<file path="config.mk">
export PLATFORM = sky130hd
export DESIGN_NAME = pass_router_n
export DESIGN_NICKNAME = d
export VERILOG_FILES = /design/src/rtl/pass_router_n.sv
export SDC_FILE = /design/constraint.sdc
export NUM_CORES = 1
export LEC_CHECK = 0
export ABC_AREA = 1
export CAP_MARGIN = 20
export CORE_ASPECT_RATIO = 1.5
export CORE_MARGIN = 5
export CORE_UTILIZATION = 55
export CTS_CLUSTER_SIZE = 30
export DETAILED_ROUTE_END_ITERATION = 7
export DONT_BUFFER_PORTS = 1
export PLACE_DENSITY_LB_ADDON = 0.3
export SLEW_MARGIN = 10
export SYNTH_ARGS = -nofsm -noshare
export SYNTH_HDL_FRONTEND = slang
export SYNTH_SLANG_ARGS = --single-unit
</file>
<file path="constraint.sdc">
create_clock -name clk -period 1.8 [get_ports clk]
set_clock_uncertainty 0.05 [all_clocks]
set_input_delay 0.18 -clock clk [delete_from_list [all_inputs] [get_ports clk]]
set_output_delay 0.18 -clock clk [all_outputs]
set_load 0.05 [all_outputs]
</file>
<file path="src/rtl/pass_router_n.sv">
// pass_router_n: password-gated loader that fills NCH output registers after a correct password,
// with lockout after MAX_TRIES consecutive wrong passwords.
module pass_router_n #(
    parameter int              DW          = 4,
    parameter int              NCH         = 2,
    parameter logic [DW-1:0]   PASS        = 4'b1010,
    parameter int              MAX_TRIES   = 3,
    parameter int              LOCK_CYCLES = 16
) (
    input  logic              clk,
    input  logic              rst,
    input  logic [DW-1:0]     din,
    input  logic              confirm,
    output logic [NCH*DW-1:0] dout,
    output logic [NCH-1:0]    valid,
    output logic              locked,
    output logic              busy
);
    localparam int PW = NCH > 1 ? $clog2(NCH) : 1;
    localparam int TW = LOCK_CYCLES > 1 ? $clog2(LOCK_CYCLES) : 1;
    localparam int FW = $clog2(MAX_TRIES + 1);

    localparam logic [1:0] IDLE = 2'd0;
    localparam logic [1:0] LOAD = 2'd1;
    localparam logic [1:0] DONE = 2'd2;
    localparam logic [1:0] LOCK = 2'd3;

    logic [1:0]        state_q, state_d;
    logic [PW-1:0]     ptr_q, ptr_d;
    logic [FW-1:0]     fail_q, fail_d;
    logic [TW-1:0]     timer_q, timer_d;
    logic [NCH*DW-1:0] dout_q, dout_d;
    logic [NCH-1:0]    valid_q, valid_d;
    logic              conf_q, locked_q, busy_q;
    logic              ev;

    assign ev = confirm && !conf_q;

    always_comb begin
        state_d = state_q;
        ptr_d   = ptr_q;
        fail_d  = fail_q;
        timer_d = timer_q;
        dout_d  = dout_q;
        valid_d = valid_q;
        case (state_q)
            IDLE: if (ev) begin
                if (din == PASS) begin
                    state_d = LOAD;
                    ptr_d   = '0;
                    fail_d  = '0;
                    valid_d = '0;
                end else if (fail_q + 1'b1 == FW'(MAX_TRIES)) begin
                    state_d = LOCK;
                    timer_d = TW'(LOCK_CYCLES - 1);
                    fail_d  = '0;
                end else begin
                    fail_d = fail_q + 1'b1;
                end
            end
            LOAD: if (ev) begin
                dout_d[ptr_q*DW +: DW] = din;
                valid_d[ptr_q]         = 1'b1;
                state_d = ptr_q == PW'(NCH - 1) ? DONE : LOAD;
                ptr_d   = ptr_q == PW'(NCH - 1) ? '0 : ptr_q + 1'b1;
            end
            DONE: if (ev && din == PASS) begin
                state_d = LOAD;
                ptr_d   = '0;
                valid_d = '0;
            end
            default: begin
                // confirm events are ignored while the lockout timer runs down
                state_d = timer_q == '0 ? IDLE : LOCK;
                timer_d = timer_q == '0 ? '0 : timer_q - 1'b1;
            end
        endcase
    end

    always_ff @(posedge clk or posedge rst) begin
        if (rst) begin
            state_q  <= IDLE;
            ptr_q    <= '0;
            fail_q   <= '0;
            timer_q  <= '0;
            dout_q   <= '0;
            valid_q  <= '0;
            conf_q   <= 1'b0;
            locked_q <= 1'b0;
            busy_q   <= 1'b0;
        end else begin
            state_q  <= state_d;
            ptr_q    <= ptr_d;
            fail_q   <= fail_d;
            timer_q  <= timer_d;
            dout_q   <= dout_d;
            valid_q  <= valid_d;
            conf_q   <= confirm;
            locked_q <= state_d == LOCK;
            busy_q   <= state_d == LOAD;
        end
    end

    assign dout   = dout_q;
    assign valid  = valid_q;
    assign locked = locked_q;
    assign busy   = busy_q;
endmodule
</file>
==> impl_metrics.py, run 1 <==
metrics = {
    "outcome": {
        "status": "finished clean",
    },
    "setup_path": {
        "rr_endpoint": "locked",
        "cpMostUsedCell": "nand2_1",
        "crit_arrival_ps": 1770,
        "crit_chain": "inv_1, ha_1, nand3_2, nand2_1, nor2_1, nand2_1, nand2_2, o21bai_2",
        "crit_fanout": 9,
        "slowest_stage": "dfrtp_1",
        "crit_path_end_kind": "flip-flop",
        "cpPeakStageDelay_ps": 440,
        "path_class": "reg2reg",
        "cp_top_family": "simple AND/OR/NAND/NOR gates",
        "rr_startpoint": "state_q[1]",
        "worst_setup_path_start_kind": "flip-flop",
        "reg2reg_setup_slack_ps": 230,
        "cp.buffers_inverters": 1,
        "worstPathRequired_ps": 2000,
        "r2r_cells": 8,
    },
    "placed_design": {
        "dp_cells": 148,
        "place_congestion": 0.760,
        "dp_slack_ps": 174,
        "numPortBuffers": 0,
        "place_hpwl_um": 1450,
    },
    "clock_network": {
        "cts_root_buffer": "clkbuf_4",
        "cts_max_level": 1,
        "clk_latency_ps": 310,
        "cts_tree": "done",
        "clockBufferDepth": 2,
        "numCtsBuffers": 3,
        "postCtsSetupBuffers": 0,
        "cts.sinks": 22,
        "clk_pin_slew_ps": 120,
    },
    "routing": {
        "viasPerCell": 5.21,
        "wl_per_cell_um": 12.1,
        "finalWirelength_um": 1910,
        "drt_iter0_drc": 28,
        "ant_nets": 0,
        "vias": 823,
        "drc": 0,
        "drt_first_pass_iters": 4,
    },
    "worst_hold_path": {
        "hold_depth": 3,
        "worstHoldStart": "confirm",
        "hold_path_end": "fail_q[0]",
        "hold_path.class": "in2reg",
    },
    "logic_synthesis": {
        "synth-seq-area-share_pct": 50.1,
        "yosys.area.top_type": "dfrtp_1",
        "yosysUniqueCellTypes": 20,
        "synth_top_area_share_pct": 50.1,
        "synthesis.area_um2": 1100,
        "syn-num-nets": 138,
        "synth-seq-cells": 22,
        "yosysWarnings": 0,
        "synth.area.top_cells": "dfrtp_1, nand2_1, o21ai_0",
        "avgSynthCellArea_um2": 8.65,
        "syn-instance-count": 127,
    },
    "pwr": {
        "leakage_uw": 0.000611,
        "irDropWorstVdd_v": 0.000897,
        "powerDensity_nw_per_um2": 1860,
    },
    "die": {
        "dieArea_um2": 3010,
        "design.core.area_um2": 1880,
        "fp.dieW_um": 46.5,
        "die_height_um": 64.7,
        "start_util_pct": 58.5,
        "rows": 19,
        "num_io_pins": 19,
    },
    "layout": {
        "syn_to_final_growth_pct": 11.4,
        "antenna_cells": 0,
        "final_nets": 149,
        "fin_cells": 158,
        "drive_above_1_share_pct": 17.5,
        "fillers": 154,
    },
    "timing": {
        "hold_viol": 0,
        "slew_violations": 0,
        "tns_ps": 0,
        "rsz0062_at_grt": "no",
        "period_minus_slack_ps": 1570,
        "fin_ws_ps": 229,
        "tightest_slew_ps": 800,
        "maxClockFrequency_mhz": 636,
        "finalSetupViolations": 0,
        "period_share_pct": 87.3,
        "max_slew_margin_pct": 46.6,
    },
    "grt": {
        "grt_pass1_vias": 835,
        "grt_max_degree": 23,
        "grt_pass1_wl_um": 3470,
        "antenna_found_initial": 0,
        "grt.total_usage_pct": 15.4,
        "grt.overflow.total": 0,
    },
    "run": {
        "max_cap_violations": 0,
    },
}
[registers in the layout (all words and copies together), names as in the netlist]
register  cells
busy          1
conf_q        1
dout          8
fail_q        2
locked        1
ptr_q         1
state_q       2
timer_q       4
valid         2
[worst reg2reg max path: stages, from the launching register on]
cell      delay (ps)
dfrtp_1          440
inv_1            100
ha_1             280
nand3_2          210
nand2_1          120
nor2_1            40
nand2_1           70
nand2_2           70
o21bai_2         130
[how the worst max path moves through the flow]
stage	start	endpoint	slack, ps	depth (start not counted)
final	state_q[1]	locked	230	8
after global routing	state_q[1]	locked	60	8
after floorplan	state_q[0]	locked	290	9
after CTS	state_q[0]	locked	150	10
after global placement	state_q[0]	locked	240	10
after detailed placement	state_q[0]	locked	170	9
[power by group]
group / total (uW) / switching (uW) / internal [uW] / leakage (uW)
Sequential: 1230 / 533 / 696 / 0.000274
Combinational: 771 / 479 / 292 / 0.000315
Clock: 271 / 147 / 124 / 0.0000210
[kinds of logic (layout without fill, tap and decap cells)]
logic type / count (synthesis) / after routing / synth area share (%)
adders and majority gates: 4 / 4 / 4.56
DFF: 22 / 22 / 50.1
buffers and inverters: 20 / 30 / 6.83
AOI/OAI and AO/OA: 23 / 23 / 12.4
and+or+nand+nor: 58 / 58 / 26.1
[layout by cell type, fill, tap and decap left out, drive strengths merged]
cell,n
ha,4
o21a,1
a21oi,3
inv,20
nor3,1
o21ai,17
dfrtp,22
nand2,36
nand3,8
clkbuf,4
dlygate4sd3,6
nor2,12
or2,1
o22ai,1
o21bai,1
[per-layer routing]
layer,track usage [%],wire length (um),up-vias
met3,1.94,106,8
met1,18.8,797,373
met5,0,0,-
li1,-,-,421
met4,8.54,73,0
met2,25.0,928,21
[through the flow]
step / total power (uW) / utilization, % / hold slack, ps / area (um^2)
after floorplan: 1850 / - / 119 / 1100
after global placement: 1960 / 59.9 / 162 / 1120
after detailed placement: 2000 / 59.9 / 162 / 1120
after CTS: 2280 / 65.0 / 113 / 1220
after global routing: 2470 / 65.2 / 130 / 1220
final: 2270 / 65.2 / 103 / 1220
[Yosys cell counts]
cell	number
a21oi_4	1
or2_1	1
nor3_1	1
nand2_2	6
inv_1	16
o22ai_1	1
nor2_2	1
nand2_1	30
nand3_1	5
dfrtp_1	22
o21ai_1	3
nand3_2	3
o21a_1	1
o21bai_2	1
nor2_4	3
o21ai_0	14
nor2_1	8
inv_2	4
ha_1	4
a21oi_1	2
[cell type report]
type / count / area [um^2] / area share (%)
repair buffers: 6 / 60.1 / 4.91
flip-flops and latches: 22 / 551 / 45.0
clock buffers: 4 / 36.3 / 2.97
inverters: 20 / 75.1 / 6.13
well taps: 21 / 26.3 / 2.15
multi-input cells: 85 / 475 / 38.9
[what timing repair did]
item / 4_1_cts / 5_1_grt
gates resized for setup: 0 / 1
endpoints found under the setup margin: 0 / 1
hold buffers: 6 / 0
hold endpoints to repair: 31 / 0
Power figures use the tool's default switching activity.
==> run 2: changes to the inputs <==
Settings changed: SLEW_MARGIN 10 to 20.
==> results of run 2 <==
The final DEF is identical to that of run 1; final timing and power are the same.
==> run 3: changes to the inputs <==
Settings changed: CORE_MARGIN 5 to 2, CTS_CLUSTER_DIAMETER from default to 100.
==> run 3 against run 2 <==
Effect of this change:
- the flow now finishes with violations (hold timing)
- non-clock buffer count unchanged
- final area down 1.3%
- wire length up 3.5%
- fmax down 1.5%
==> impl_metrics.py, run 3 (synthesis gave the netlist of run 1 again) <==
metrics = {
    "outcome": {
        "status": "finished with violations",
        "violations": "hold timing",
    },
    "pwr": {
        "p_clk_share_pct": 9.6,
        "powerDensity_nw_per_um2": 1840,
        "irDropWorstVdd_v": 0.000937,
        "finalPower_uw": 2220,
        "leakage_uw": 0.000604,
        "power_frac_comb_pct": 34.8,
        "switchingPower_uw": 1160,
        "swShare_pct": 52.1,
        "p_int_uw": 1070,
        "p_seq_share_pct": 55.5,
    },
    "grt": {
        "grt_pass1_wl_um": 3370,
        "grt.total_usage_pct": 20.3,
        "grt_max_degree": 23,
        "grt.overflow.total": 0,
        "grt_pass1_vias": 836,
        "antenna_found_initial": 0,
    },
    "timing": {
        "rsz0062_at_grt": "no",
        "slew_violations": 0,
        "period_share_pct": 88.6,
        "maxClockFrequency_mhz": 627,
        "max_slew_margin_pct": 67.7,
        "hold_viol": 1,
        "tns_ps": 0,
        "period_minus_slack_ps": 1590,
        "finalSetupViolations": 0,
        "tightest_slew_ps": 485,
        "hold_slack_ps": -1.80,
    },
    "die": {
        "start_util_pct": 59.2,
        "design.core.area_um2": 1850,
        "die_height_um": 58.7,
        "dieArea_um2": 2380,
        "fp.dieW_um": 40.5,
        "num_io_pins": 19,
        "rows": 19,
    },
    "clock_network": {
        "clockBufferDepth": 2,
        "postCtsSetupBuffers": 0,
        "cts_tree": "done",
        "numCtsBuffers": 3,
        "clk_latency_ps": 310,
        "cts_root_buffer": "clkbuf_4",
        "cts_max_level": 1,
        "clk_pin_slew_ps": 110,
        "cts.sinks": 22,
    },
    "layout": {
        "multi_input_area_um2": 475,
        "final_common_cell": "nand2_1",
        "largest_register_ff_count": 8,
        "fillers": 157,
        "antenna_cells": 0,
        "drive_above_1_share_pct": 17.6,
        "final_cell_mix": "nand2_1, dfrtp_1, inv_1",
        "seq_area_um2": 551,
        "syn_to_final_growth_pct": 9.91,
        "final_nets": 149,
    },
    "routing": {
        "viasPerCell": 5.29,
        "drt_first_pass_iters": 4,
        "ant_nets": 0,
        "drc": 0,
        "drt_iter0_drc": 11,
        "vias": 831,
        "finalWirelength_um": 1970,
        "wl_per_cell_um": 12.6,
    },
    "setup_path": {
        "crit_path_end_kind": "flip-flop",
        "rr_startpoint": "state_q[0]",
        "crit_arrival_ps": 1790,
        "crit_start": "state_q[0]",
        "crit_fanout": 6,
        "path_class": "reg2reg",
        "worstPathRequired_ps": 1990,
        "worst_setup_path_start_kind": "flip-flop",
    },
    "worst_hold_path": {
        "worstHoldStart": "din[0]",
        "hold_path.class": "in2reg",
    },
    "placed_design": {
        "numPortBuffers": 0,
        "place_congestion": 0.812,
        "place_hpwl_um": 1560,
    },
    "run": {
        "max_cap_violations": 0,
    },
}
-- run 3: timing repair --
item | in CTS | in global routing
setup endpoints to repair | 0 | 1
resized for setup | 0 | 1
hold buffers | 4 | 1
endpoints found under the hold margin | 27 | 1
-- run 3: cell type report --
class	instances	share of cell area, %
clock buffers	3	1.87
inverters	20	6.22
multi-input cells	85	39.4
flip-flops and latches	22	45.6
well taps	21	2.18
repair buffers	6	4.77
-- run 3: worst paths after layout --
kind	to	cells after the start	slack, ps
worst max-delay path	locked	10	210
worst min-delay path	dout[0]	2	-2
max in group asynchronous	timer_q[3]	3	1180
min in group asynchronous	dout[5]	3	300
worst min register to register	timer_q[1]	2	460
worst max register to register	locked	10	210
-- run 3: power groups by stage --
stage                     combinational, uW  sequential, uW  clock [uW]
after global routing                    900            1270         246
after CTS                               775            1240         218
after floorplan                         644            1210           0
after global placement                  734            1230           0
after detailed placement                764            1250           0
final                                   775            1240         214
-- run 3: metal layers --
layer  vias up  wire length [um]  GRT usage [%]
met1       384               771           21.5
met5         -                 0              0
li1        419                 -              -
met3         5                94           2.64
met4         0                43           8.57
met2        23              1060           37.2
-- run 3: worst max-delay path: stages (launching register included) --
cell and delay, ps:
dfrtp_1 420, inv_1 130, ha_2 270, inv_2 70, nor2_4 130, nand2_1 60, nand2_1 60, nor2_1 40
nand2_1 80, nand2_2 70, o21bai_2 130
-- run 3: per-stage QoR --
stage                     utilization (%)  hold slack [ps]  instance area [um^2]  setup slack (ps)  instances
after floorplan                         -              119                  1100               288        127
after global placement               61.1             70.2                  1130               231        149
after detailed placement             61.1             87.9                  1130               164        149
after CTS                            64.4             7.69                  1190               138        156
after global routing                 65.1             8.03                  1210              63.9        157
final                                65.1            -1.80                  1210               205        157
==> variant 1, RTL diff (flow settings as in run 2) <==
Put one more register stage on the output `dout`. The value now appears one clock later. The other outputs are not delayed to match.
--- a/src/rtl/pass_router_n.sv
+++ b/src/rtl/pass_router_n.sv
@@ -101,7 +101,9 @@
         end
     end
 
-    assign dout   = dout_q;
+    always_ff @(posedge clk) begin
+        dout <= dout_q;
+    end
     assign valid  = valid_q;
     assign locked = locked_q;
     assign busy   = busy_q;
Function: changed (a bounded check fails within 4 cycles, from zero or initial values and one cycle with rst high).
==> variant 1 against run 2 <==
Area after synthesis rose by 15%. Worst hold slack better by 0.040 ns. First-iteration DRC count decreased by 21%. Setup slack worse by 0.083 ns. Synthesized cell count up 9.4%. Sequential cell count rose by 8. Non-clock buffer count is 2 higher. Cell area up 17%. Wire length is 15% higher. Largest cell class unchanged. Total power up 15%. Maximum frequency down 5.0%.
==> variant 1: results (changes against run 2) <==
| Metric | Value |
|---|---|
| Status | finished, final reports clean (unchanged) |
| Path depth of the worst reg2reg path | 10 (was 8) |
| Flop+latch power | 1.44 mW (was 1.23 mW) |
| Nets@finish | 165 (was 149) |
| Gate Count Post-Synth | 139 (was 127) |
| Final worst slack | 0.146 ns (was 0.229 ns) |
| Area of the multi-input gates | 477 um^2 (was 475 um^2) |
| Clock network area share | 4.21% (was 2.97%) |
| # fillers | 183 (was 154) |
| Non-clock buffers | 8 (was 6) |
| Net Count, Synth | 150 (was 138) |
| Placed cells | 164 (was 148) |
| First-pass GRT wire length | 4040 um (was 3470 um) |
| Worst-Margin Slew | 0.493 ns (was 0.800 ns) |
| #MultiIn Comb | 89 (was 85) |
| Count of different cell masters after synthesis | 18 (was 20) |
| Drt wl/cell | 12.3 um (was 12.1 um) |
| Vias in the first global route | 945 (was 835) |
| DP Wirelength | 1590 um (was 1450 um) |
| # Taps | 23 (was 21) |
| DRT iter0 DRCs | 22 (was 28) |
| Max stage delay on crit path | 0.42 ns (was 0.44 ns) |
| Vias per cell | 5.16 (was 5.21) |
| Top cells by area, synth | dfrtp_1, dfxtp_1, nand2_1 (was dfrtp_1, nand2_1, o21ai_0) |
| R2R Setup Slk | 0.15 ns (was 0.23 ns) |
| Clock-pin slew on the worst setup and hold paths | 0.09 ns (was 0.12 ns) |
| Met1 Wirelength | 856 um (was 797 um) |
| VDD IR max | 0.000961 V (was 0.000897 V) |
| Pre-CTS WS | 0.177 ns (was 0.174 ns) |
| Worst-path maximum fanout | 6 (was 9) |
| Worst Path Arrival | 1.86 ns (was 1.77 ns) |
| Final instance area | 1430 um^2 (was 1220 um^2) |
| Clock buffers | 7 (was 4) |
| Clock sinks | 30 (was 22) |
| P_leak | 0.725 nW (was 0.611 nW) |
| Sw Ratio | 45.9% (was 51.1%) |
| Synth Area in Adders | 3.96% (was 4.56%) |
| Total CTS buffers | 5 (was 3) |
| Post-Route WL | 2190 um (was 1910 um) |
| WHS | 0.142 ns (was 0.103 ns) |
| H-tree lvl count | 2 (was 1) |
| Ys async rst share | 73.3% (was 100%) |
| Grt met1 use | 16.3% (was 18.8%) |
[variant 1: cell types whose count changed after synthesis, moves of 2 or more]
cell / before / now
o21ai_0: 14 / 19
nand3_1: 5 / 8
nor2_4: 3 / 0
inv_1: 16 / 19
inv_2: 4 / 1
nand2_1: 30 / 40
dfxtp_1: 0 / 8
a21oi_1: 2 / 0
o21ai_1: 3 / 0
nand2_2: 6 / 1
[variant 1: what timing repair did]
item                                    CTS  global route
hold buffers                              6             0
endpoints found under the setup margin    0             1
gates resized for setup                   0             1
hold endpoints to repair                 31             0
[variant 1: final timing paths]
| kind | from | to |
|---|---|---|
| worst max register to register | state_q[0] | locked |
| worst max-delay path | state_q[0] | locked |
| max in group asynchronous | rst | timer_q[2] |
| worst min register to register | dout_q[5] | dout[5] |
| worst min-delay path | confirm | fail_q[0] |
| min in group asynchronous | rst | dout_q[6] |
[variant 1: logic make-up after synthesis]
group	count (synthesis)
flops	30
compound gates	23
fa+ha+maj	4
simple gates	62
buf+inv	20
==> variant 2, RTL diff (config.mk and constraints of run 2) <==
Without the edit above. The parameter `LOCK_CYCLES` goes from 16 to 32.
--- a/src/rtl/pass_router_n.sv
+++ b/src/rtl/pass_router_n.sv
@@ -5,7 +5,7 @@
     parameter int              NCH         = 2,
     parameter logic [DW-1:0]   PASS        = 4'b1010,
     parameter int              MAX_TRIES   = 3,
-    parameter int              LOCK_CYCLES = 16
+    parameter int              LOCK_CYCLES = 32
 ) (
     input  logic              clk,
     input  logic              rst,
Behaviour: no difference found for any inputs over 10 cycles, from zero or initial values and one cycle with rst high; that may be too few to reach the edited logic, so the function may still have changed.
==> variant 2 against run 2 <==
First-iteration DRC count fell by 43%. Cell area grew 11%. Total power grew 5.9%. Critical path depth shrank 1. Sequential power about the same. Sequential cell count rose by 1. Area after synthesis up 12%. Global-route usage down 0.24 points. Wire length grew 16%. Setup slack worse by 0.042 ns. Sequential share of layout area down 2.5 points. Via count grew 16%. Highest routed layer unchanged.
==> variant 2: results (changes against run 2) <==
| Metric | Value |
|---|---|
| Post-Route WL | 2220 um (was 1910 um) |
| CP endpoint | valid[1] (was locked) |
| Top cells by area, synth | dfrtp_1, nand2_1, inv_1 (was dfrtp_1, nand2_1, o21ai_0) |
| Mean area per synthesized cell | 8.36 um^2 (was 8.65 um^2) |
| Largest net degree at the start of global routing | 24 (was 23) |
| Synth Area in Adders | 5.09% (was 4.56%) |
| Hold Path End | valid[1] (was fail_q[0]) |
| Met2 wire length | 1210 um (was 928 um) |
| GP Congestion | 0.776 (was 0.760) |
| DRT iter0 DRCs | 16 (was 28) |
| Crit path max-delay family | flip-flops (was simple AND/OR/NAND/NOR gates) |
| All-Layer GR Usage | 15.1% (was 15.4%) |
| Net Count, Synth | 159 (was 138) |
| VDD IR max | 0.000775 V (was 0.000897 V) |
| Initial DRT Pass Iterations | 5 (was 4) |
| Drt wl/cell | 12.2 um (was 12.1 um) |
| Sequential share of the synthesized area | 46.8% (was 50.1%) |
| Clock Latency Late Sink | 0.31 ns (about the same) |
| Compound-Gate Fraction of Synth Area | 13.6% (was 12.4%) |
| Grt met3 use | 3.27% (was 1.94%) |
| WHS | 0.163 ns (was 0.103 ns) |
| Area post-placement | 1260 um^2 (was 1120 um^2) |
| WHS Path Cells | 5 (was 3) |
| Pre-CTS WS | 0.135 ns (was 0.174 ns) |
| Clock-pin slew on the worst setup and hold paths | 0.12 ns (about the same) |
| Routed length on met3 | 95 um (was 106 um) |
| Path depth of the worst reg2reg path | 7 (was 8) |
| Sequential standard cell area | 576 um^2 (was 551 um^2) |
| DP Wirelength | 1670 um (was 1450 um) |
| Worst-path maximum fanout | 4 (was 9) |
| RR Startpoint | state_q[0] (was state_q[1]) |
| P_leak | 0.709 nW (was 0.611 nW) |
| Grt met1 use | 16.2% (was 18.8%) |
| Sw Ratio | 51.6% (was 51.1%) |
| Met1 Wirelength | 875 um (was 797 um) |
| Met2 Track Usage GR | 28.8% (was 25.0%) |
| Headroom to the max-slew limit | 65.9% (was 46.6%) |
| Synth top cells by count | nand2_1, dfrtp_1, inv_1, o21ai_0 (was nand2_1, dfrtp_1, inv_1, o21ai_0, nor2_1) |
| Status | finished, final reports clean (unchanged) |
| Layout cells sized above 1 | 12.0% (was 17.5%) |
| # fillers | 178 (was 154) |
| Hold path startpoint | din[2] (was confirm) |
## variant 2: changes by cell type in the layout (fill, tap and decap cells not counted), sizes merged, moves of 3 or more
cell / before / now
o21ai: 17 / 21
nand2: 36 / 52
nor2: 12 / 8
inv: 20 / 23
## variant 2: final cells by class
type / count / area share [%]
clock buffers: 3 / 1.66
inverters: 23 / 6.37
well taps: 23 / 2.12
repair buffers: 7 / 4.99
clock inverters: 1 / 0.369
flip-flops and latches: 23 / 42.5
multi-input cells: 101 / 42.0
## variant 2: power groups by stage
| stage | registers (mW) | logic [mW] | clock network [mW] |
|---|---|---|---|
| after floorplan | 1.21 | 0.781 | 0 |
| after detailed placement | 1.25 | 0.920 | 0 |
| after CTS | 1.24 | 0.938 | 0.249 |
| after global placement | 1.24 | 0.889 | 0 |
| after global routing | 1.26 | 1.10 | 0.261 |
| final | 1.23 | 0.937 | 0.235 |
